==> src/rtl/student_circuit_q1_decoder.sv <==
// Receive-side decoder for slot-inverted frames: aligns to the SOF strobe,
// tracks the slot phase, re-inverts the tail slots and reports alignment errors.
module student_circuit_q1_decoder #(
    parameter int WIDTH       = 8,
    parameter int FRAME_LEN   = 8,
    parameter int PLAIN_SLOTS = 5,
    parameter int MISS_LIMIT  = 2,
    parameter int ERR_W       = 8
) (
    input  logic                         clk,
    input  logic                         clear_n,
    input  logic                         enc_valid,
    input  logic [WIDTH-1:0]             enc_data,
    input  logic                         enc_sof,
    output logic                         dec_valid,
    output logic [WIDTH-1:0]             dec_data,
    output logic [$clog2(FRAME_LEN)-1:0] dec_slot,
    output logic                         locked,
    output logic                         sof_err,
    output logic [ERR_W-1:0]             err_count
);
    localparam int SLOT_W = $clog2(FRAME_LEN);
    localparam int MISS_W = $clog2(MISS_LIMIT + 1);
    localparam logic [SLOT_W:0]   PLAIN_CMP = (SLOT_W + 1)'(PLAIN_SLOTS);
    localparam logic [MISS_W-1:0] MISS_MAX  = MISS_W'(MISS_LIMIT);

    typedef enum logic {
        HUNT   = 1'b0,
        LOCKED = 1'b1
    } state_t;

    state_t              state_q, state_d;
    logic [SLOT_W-1:0]   slot_q, slot_d;
    logic [MISS_W-1:0]   miss_q, miss_d;
    logic [ERR_W-1:0]    err_q, err_d;
    logic                dec_valid_q, dec_valid_d;
    logic                sof_err_q, sof_err_d;
    logic [WIDTH-1:0]    dec_data_q, dec_data_d;
    logic [SLOT_W-1:0]   dec_slot_q, dec_slot_d;

    logic [SLOT_W-1:0]   cur_slot;
    logic                take_word;
    logic                flag_err;
    logic [MISS_W-1:0]   miss_inc;

    assign miss_inc = miss_q + MISS_W'(1);

    always_ff @(posedge clk) begin
        if (!clear_n) begin
            state_q     <= HUNT;
            slot_q      <= '0;
            miss_q      <= '0;
            err_q       <= '0;
            dec_valid_q <= 1'b0;
            sof_err_q   <= 1'b0;
            dec_data_q  <= '0;
            dec_slot_q  <= '0;
        end else begin
            state_q     <= state_d;
            slot_q      <= slot_d;
            miss_q      <= miss_d;
            err_q       <= err_d;
            dec_valid_q <= dec_valid_d;
            sof_err_q   <= sof_err_d;
            dec_data_q  <= dec_data_d;
            dec_slot_q  <= dec_slot_d;
        end
    end

    always_comb begin
        state_d     = state_q;
        slot_d      = slot_q;
        miss_d      = miss_q;
        err_d       = err_q;
        dec_valid_d = 1'b0;
        sof_err_d   = 1'b0;
        dec_data_d  = dec_data_q;
        dec_slot_d  = dec_slot_q;
        cur_slot    = '0;
        take_word   = 1'b0;
        flag_err    = 1'b0;

        if (enc_valid) begin
            unique case (state_q)
                HUNT: begin
                    if (enc_sof) begin
                        take_word = 1'b1;
                        miss_d    = '0;
                        state_d   = LOCKED;
                    end
                end
                LOCKED: begin
                    take_word = 1'b1;
                    if (enc_sof) begin
                        // An SOF always realigns; it is only an error off slot 0.
                        if (slot_q != '0) begin
                            flag_err = 1'b1;
                        end else begin
                            miss_d = '0;
                        end
                    end else if (slot_q == '0) begin
                        flag_err = 1'b1;
                        if (miss_inc >= MISS_MAX) begin
                            miss_d  = '0;
                            state_d = HUNT;
                        end else begin
                            miss_d = miss_inc;
                        end
                    end else begin
                        cur_slot = slot_q;
                    end
                end
                default: state_d = HUNT;
            endcase
        end

        if (take_word) begin
            dec_valid_d = 1'b1;
            dec_slot_d  = cur_slot;
            dec_data_d  = ({1'b0, cur_slot} < PLAIN_CMP) ? enc_data : ~enc_data;
            slot_d      = cur_slot + SLOT_W'(1);
        end

        if (flag_err) begin
            sof_err_d = 1'b1;
            if (err_q != '1) begin
                err_d = err_q + ERR_W'(1);
            end
        end
    end

    assign dec_valid = dec_valid_q;
    assign dec_data  = dec_data_q;
    assign dec_slot  = dec_slot_q;
    assign locked    = (state_q == LOCKED);
    assign sof_err   = sof_err_q;
    assign err_count = err_q;

endmodule

==> config.mk <==
export PLATFORM = sky130hd
export DESIGN_NAME = student_circuit_q1_decoder
export DESIGN_NICKNAME = d
export VERILOG_FILES = /design/src/rtl/student_circuit_q1_decoder.sv
export SDC_FILE = /design/constraint.sdc
export NUM_CORES = 1
export LEC_CHECK = 0
export CAP_MARGIN = 20
export CORE_AREA = 2 2 79 51
export CTS_CLUSTER_SIZE = 20
export DETAILED_ROUTE_END_ITERATION = 7
export DIE_AREA = 0 0 81 53
export GPL_ROUTABILITY_DRIVEN = 0
export MAX_ROUTING_LAYER = met4
export SLEW_MARGIN = 25
export SYNTH_ARGS = -nofsm -noshare
export SYNTH_HDL_FRONTEND = slang
export SYNTH_SLANG_ARGS = --single-unit
==> constraint.sdc <==
create_clock -name clk -period 1.98 [get_ports clk]
set_clock_uncertainty 0.05 [all_clocks]
set_input_delay 0.297 -clock clk [delete_from_list [all_inputs] [get_ports clk]]
set_output_delay 0.297 -clock clk [all_outputs]
set_load 0.02 [all_outputs]
# Word level (Yosys, flattened, before mapping)
# Index checks and enable logic that the tools add are counted.
dict set report op_classes {
  addsub 3
  muxes 25
  magnitude_cmp 2
  n_bitwise 2
  eq_ne 4
  reduce_logical 4
}
# cell count
set op_table {}
lappend op_table {{$mux W1} 12}
lappend op_table {{$mux W3} 4}
lappend op_table {{$mux W2} 5}
lappend op_table {{$add A8 B1 Y8 const B} 1}
lappend op_table {{$mux W8} 1}
lappend op_table {{$ne A8 B8 Y1 const B} 1}
lappend op_table {{$not A8 Y8} 1}
lappend op_table {{$pmux W1 S2} 2}
lappend op_table {{$pmux W2 S2} 1}
lappend op_table {{$reduce_and A4 Y1} 1}
lappend op_table {{$add A3 B1 Y3 const B} 1}
lappend op_table {{$logic_not A3 Y1} 1}
lappend op_table {{$lt A3 B3 Y1 const B} 1}
lappend op_table {{$ne A3 B2 Y1 const B} 1}
lappend op_table {{$ne A3 B3 Y1 const B} 1}
lappend op_table {{$reduce_bool A3 Y1} 1}
lappend op_table {{$add A2 B1 Y2 const B} 1}
lappend op_table {{$ge A2 B2 Y1 const B} 1}
lappend op_table {{$ne A2 B2 Y1 const B} 1}
lappend op_table {{$reduce_and A2 Y1} 1}
lappend op_table {{$not A1 Y1} 1}
dict set report word_totals {
  input_bits 12
  register_bits 27
  elab_cells 48
}

# Longest topological paths before layout
dict set report depth {
  ltp_word 7
  mapped_depth 6
}

# Least setup slack after synthesis
# Ideal clock, no wire load.
dict set report synth_timing {
  kind {register -> register}
  from {register err_q[0], in the netlist err_count[0]}
  to {register err_q[5], in the netlist err_count[5]}
  setup_slack_ns 0.287
  t_required_ns 1.800
  stages_incl_launch_ff 7
  period_less_slack_ns 1.693
  setup_ns 0.130
  arrival_time_ns 1.512
  cell_sequence {dfxtp_1 -> ha_1 -> nand3_1 -> nor3_1 -> clkbuf_1 -> nor4b_1 -> mux2i_1}
}
dict set report synth_via {
  elab_chain_len 2
  elab_cells_between_ends 3
}
# item line
set synth_lines {}
lappend synth_lines {{start, declared} 35} ;# logic [ERR_W-1:0] err_q, err_d;
lappend synth_lines {{start signal, assigned} 62} ;# err_q <= err_d;
lappend synth_lines {{branches (longest 2 deep; another with $add A8 B1 Y8)} -}
# Parallel ways; which one is timed is not known.
# A chain may end at the register's enable or synchronous reset.

# Worst setup path in the final report
dict set report layout_timing {
  from {input port enc_sof}
  to {register slot_q[2]}
}
dict set report layout_via {
  elab_chain_len 4
  elab_cells_between_ends 7
}
# item line
set layout_lines {}
lappend layout_lines {{start, declared} 14} ;# input logic enc_sof,
lappend layout_lines {{$mux W3} 94} ;# if (enc_sof) begin
lappend layout_lines {{$mux W3} 84} ;# unique case (state_q)
lappend layout_lines {{$mux W3} 83} ;# if (enc_valid) begin
lappend layout_lines {{named net cur_slot[1]} 41} ;# logic [SLOT_W-1:0] cur_slot;
lappend layout_lines {{$add A3 B1 Y3} 121} ;# slot_d = cur_slot + SLOT_W'(1);
lappend layout_lines {{end signal, assigned} 60} ;# slot_q <= slot_d;
lappend layout_lines {{end, declared} 33} ;# logic [SLOT_W-1:0] slot_q, slot_d;
# The timed path passes the listed nets, and every way through them passes these cells.

==> metrics <==
status=completed; worst stage delay on the critical path=510 ps; Hold Path Class=reg2reg; Placed Instances=221; Pre-Repair DR Iteration Count=6; largest net degree at the start of global routing=19; dpl hpwl=2.182 mm; Design Area, Final=0.001713 mm2; EDFF count, synth=0; clock sinks=27; routed via count=1111; # IOs=34; CTS Root Cell=clkbuf_8; WS Path Type=in2reg; Worst setup endpoint=slot_q[2]; Bufs on Longest Clock Path=2; Crit path buffers/inverters=2; Gate power share=15.4%; # DRC=0; vias in the first global route=1041; gr usage total=15.60%; row cnt=17; Resized cells post-CTS=0; highest-delay cell along the critical path=clkdlybuf4s50_1; fin nets=194; Primary FF master, synth=dfxtp_1; RSZ-0062 raised after global routing=no; Leak Pwr=0.0006342 uW; Final setup viols=0; Worst Path Required=2140 ps; clock share of power=29.7%; PortBufs=33; crit path cell chain=clkdlybuf4s50_1 -> and3b_2 -> buf_4 -> and2_1 -> ha_1 -> a21oi_1 -> o21ai_0 -> a21oi_1; Gate Count Post-Synth=133; Synth async-reset ratio=0%; worst-skew pair later-pin latency=270 ps; Diodes inserted=0; Power Dens Cells=611.3 mW/mm2; Die ar.=0.004293 mm2; min Tclk post-route=1768 ps; Post-DRT Antenna Nets=0; Crit Reg-Reg Startpoint=err_count[0]; Final Max Tran Viols=0; Seq cells post-synth=27; Synthesis Warnings=0; Tcrit/Tclk final=89.31%; R2R setup slack=280 ps; number of setup buffers added after CTS=0; CP Launch Type=input port; Worst-Margin Slew=353.6 ps; mapped cell area=0.001182 mm2; Cell Count, Final, Fillers Out=225; R2R cell count=6; first-pass GRT wire length=4.823 mm; Die Y=53 um; core region area=0.003531 mm2; total of max-cap violations=0; internal power=787.9 uW; Netlist cell types=32; CTS tree=yes; Die W=81 um; mean post-synth cell area=8.890 um2; Worst VDD drop=346.5 uV; share of layout cells above drive strength 1=11.24%; Switching Fraction=24.75%; worst relative slew slack=76.09%; DR WL/cell=13.09 um; kind of cell adding the most delay to the critical path=buffers and inverters; clock transition at the registers of the reported paths=90 ps; Sw Pwr=259.1 uW; CTS Hold Buffers Added=0; Crit path depth=8; drt total wl=2.945 mm; max frequency=0.5655 GHz; placed inst area=0.001668 mm2; worst endpoint data arrival time=1930 ps; antenna violations before repair=0; Critical Path Start=enc_sof; CP Capture Type=register; Fin Setup TNS=0 ps; Final Hold Fails=0; GR Overflow Total=0; CP max FO=5; Vias/cell=4.938; area delta synth->final=44.87%; post-route total power=1047 uW; r2r endpoint=err_count[3]; starting density of the core=33.49%; sequential share of power=55.0%; H-tree depth=1; hold_ws=436.0 ps; initial drt markers=84; net count after synthesis=148; register area share after synthesis=45.71%; CTS Buf Count=3; Critical Path Most Common Cell=a21oi_1
[synthesized netlist by cell type (2+ instances only)]
master / count / area share (%)
or4_1: 2 / 1.3
nor2_1: 8 / 2.5
nand3_1: 3 / 1.3
or3_1: 2 / 1.1
and3_1: 2 / 1.1
nand2_1: 7 / 2.2
o21ai_0: 14 / 5.9
inv_1: 7 / 2.2
nor3_1: 2 / 0.85
dfxtp_1: 27 / 46
buf_2: 2 / 0.85
a21oi_1: 17 / 7.2
mux2i_1: 3 / 2.5
o311ai_0: 2 / 1.5
and2_1: 2 / 1.1
clkbuf_1: 5 / 1.6
ha_1: 3 / 3.2
xnor2_1: 8 / 5.9
o31ai_1: 3 / 1.9
o41ai_1: 2 / 1.5
[final cells by class]
cell class / count / area, um2
fillers: 351 / 1818
multi-input cells: 92 / 586.8
flip-flops and latches: 27 / 540.5
repair buffers: 48 / 455.4
well taps: 47 / 58.81
clock buffers: 4 / 45.04
inverters: 7 / 26.28
[flip-flops by register name (all words and copies together) (netlist names)]
register   cells
locked         1
dec_data       8
slot_q         3
miss_q         2
dec_slot       3
err_count      8
dec_valid      1
sof_err        1
[per-stage QoR]
step	util (%)	worst slack (ps)
2_1_floorplan	-	287.4
3_3_place_gp	47.24	-24.79
3_5_place_dp	47.24	-65.73
4_1_cts	48.51	221.5
5_1_grt	48.51	133.9
6_report	48.51	211.6
[layer usage]
layer / vias to the layer above / part of all wire, % / track usage, %
met5: - / 0 / -
met4: 0 / 1.2 / 5.085
met3: 4 / 4.3 / 4.608
met2: 23 / 41 / 22.73
met1: 514 / 53 / 20.77
li1: 570 / - / -
[worst min path at each step]
stage                      start           end  slack (ps)  cells after the start
CTS                 err_count[5]  err_count[5]         440                      2
floorplan              enc_valid        locked         390                      2
global route           miss_q[1]     miss_q[1]         460                      1
detailed placement     miss_q[1]     miss_q[1]         420                      1
finish              err_count[5]  err_count[5]         440                      2
global placement    err_count[5]  err_count[5]         410                      2
[power by group through the flow]
stage / clock network (uW) / registers (uW) / logic (uW)
6_report: 311 / 576 / 161
5_1_grt: 345 / 578 / 174
4_1_cts: 322 / 576 / 161
3_5_place_dp: 0 / 588 / 159
3_3_place_gp: 0 / 587 / 158
2_1_floorplan: 0 / 606 / 52.7
[cell usage in the layout, fill, tap and decap left out, types with 2 or more instances in the layout]
cell,count
clkdlybuf4s50_1,33
dfxtp_1,27
a21oi_1,17
o21ai_0,14
buf_4,14
xnor2_1,8
nor2_1,8
inv_1,7
nand2_1,7
mux2i_1,3
nand3_1,3
o31ai_1,3
ha_1,3
clkbuf_8,3
and2_1,2
and3_1,2
nor3_1,2
or4_1,2
o311ai_0,2
o41ai_1,2
or3_1,2
[worst min-delay path, stage by stage (launching register included)]
cell	delay (ps)
dfxtp_1	330
nand2_1	60
mux2i_1	50
[cell families (layout without fill, tap and decap cells)]
group	after synthesis	in the layout	synth area share, %
flops	27	27	45.71
xor+xnor	8	8	5.926
fa+ha+maj	3	3	3.175
mux	3	3	2.540
buf+inv	14	59	4.657
compound gates	45	45	22.65
simple gates	33	33	15.34
Power figures use the tool's default switching activity.
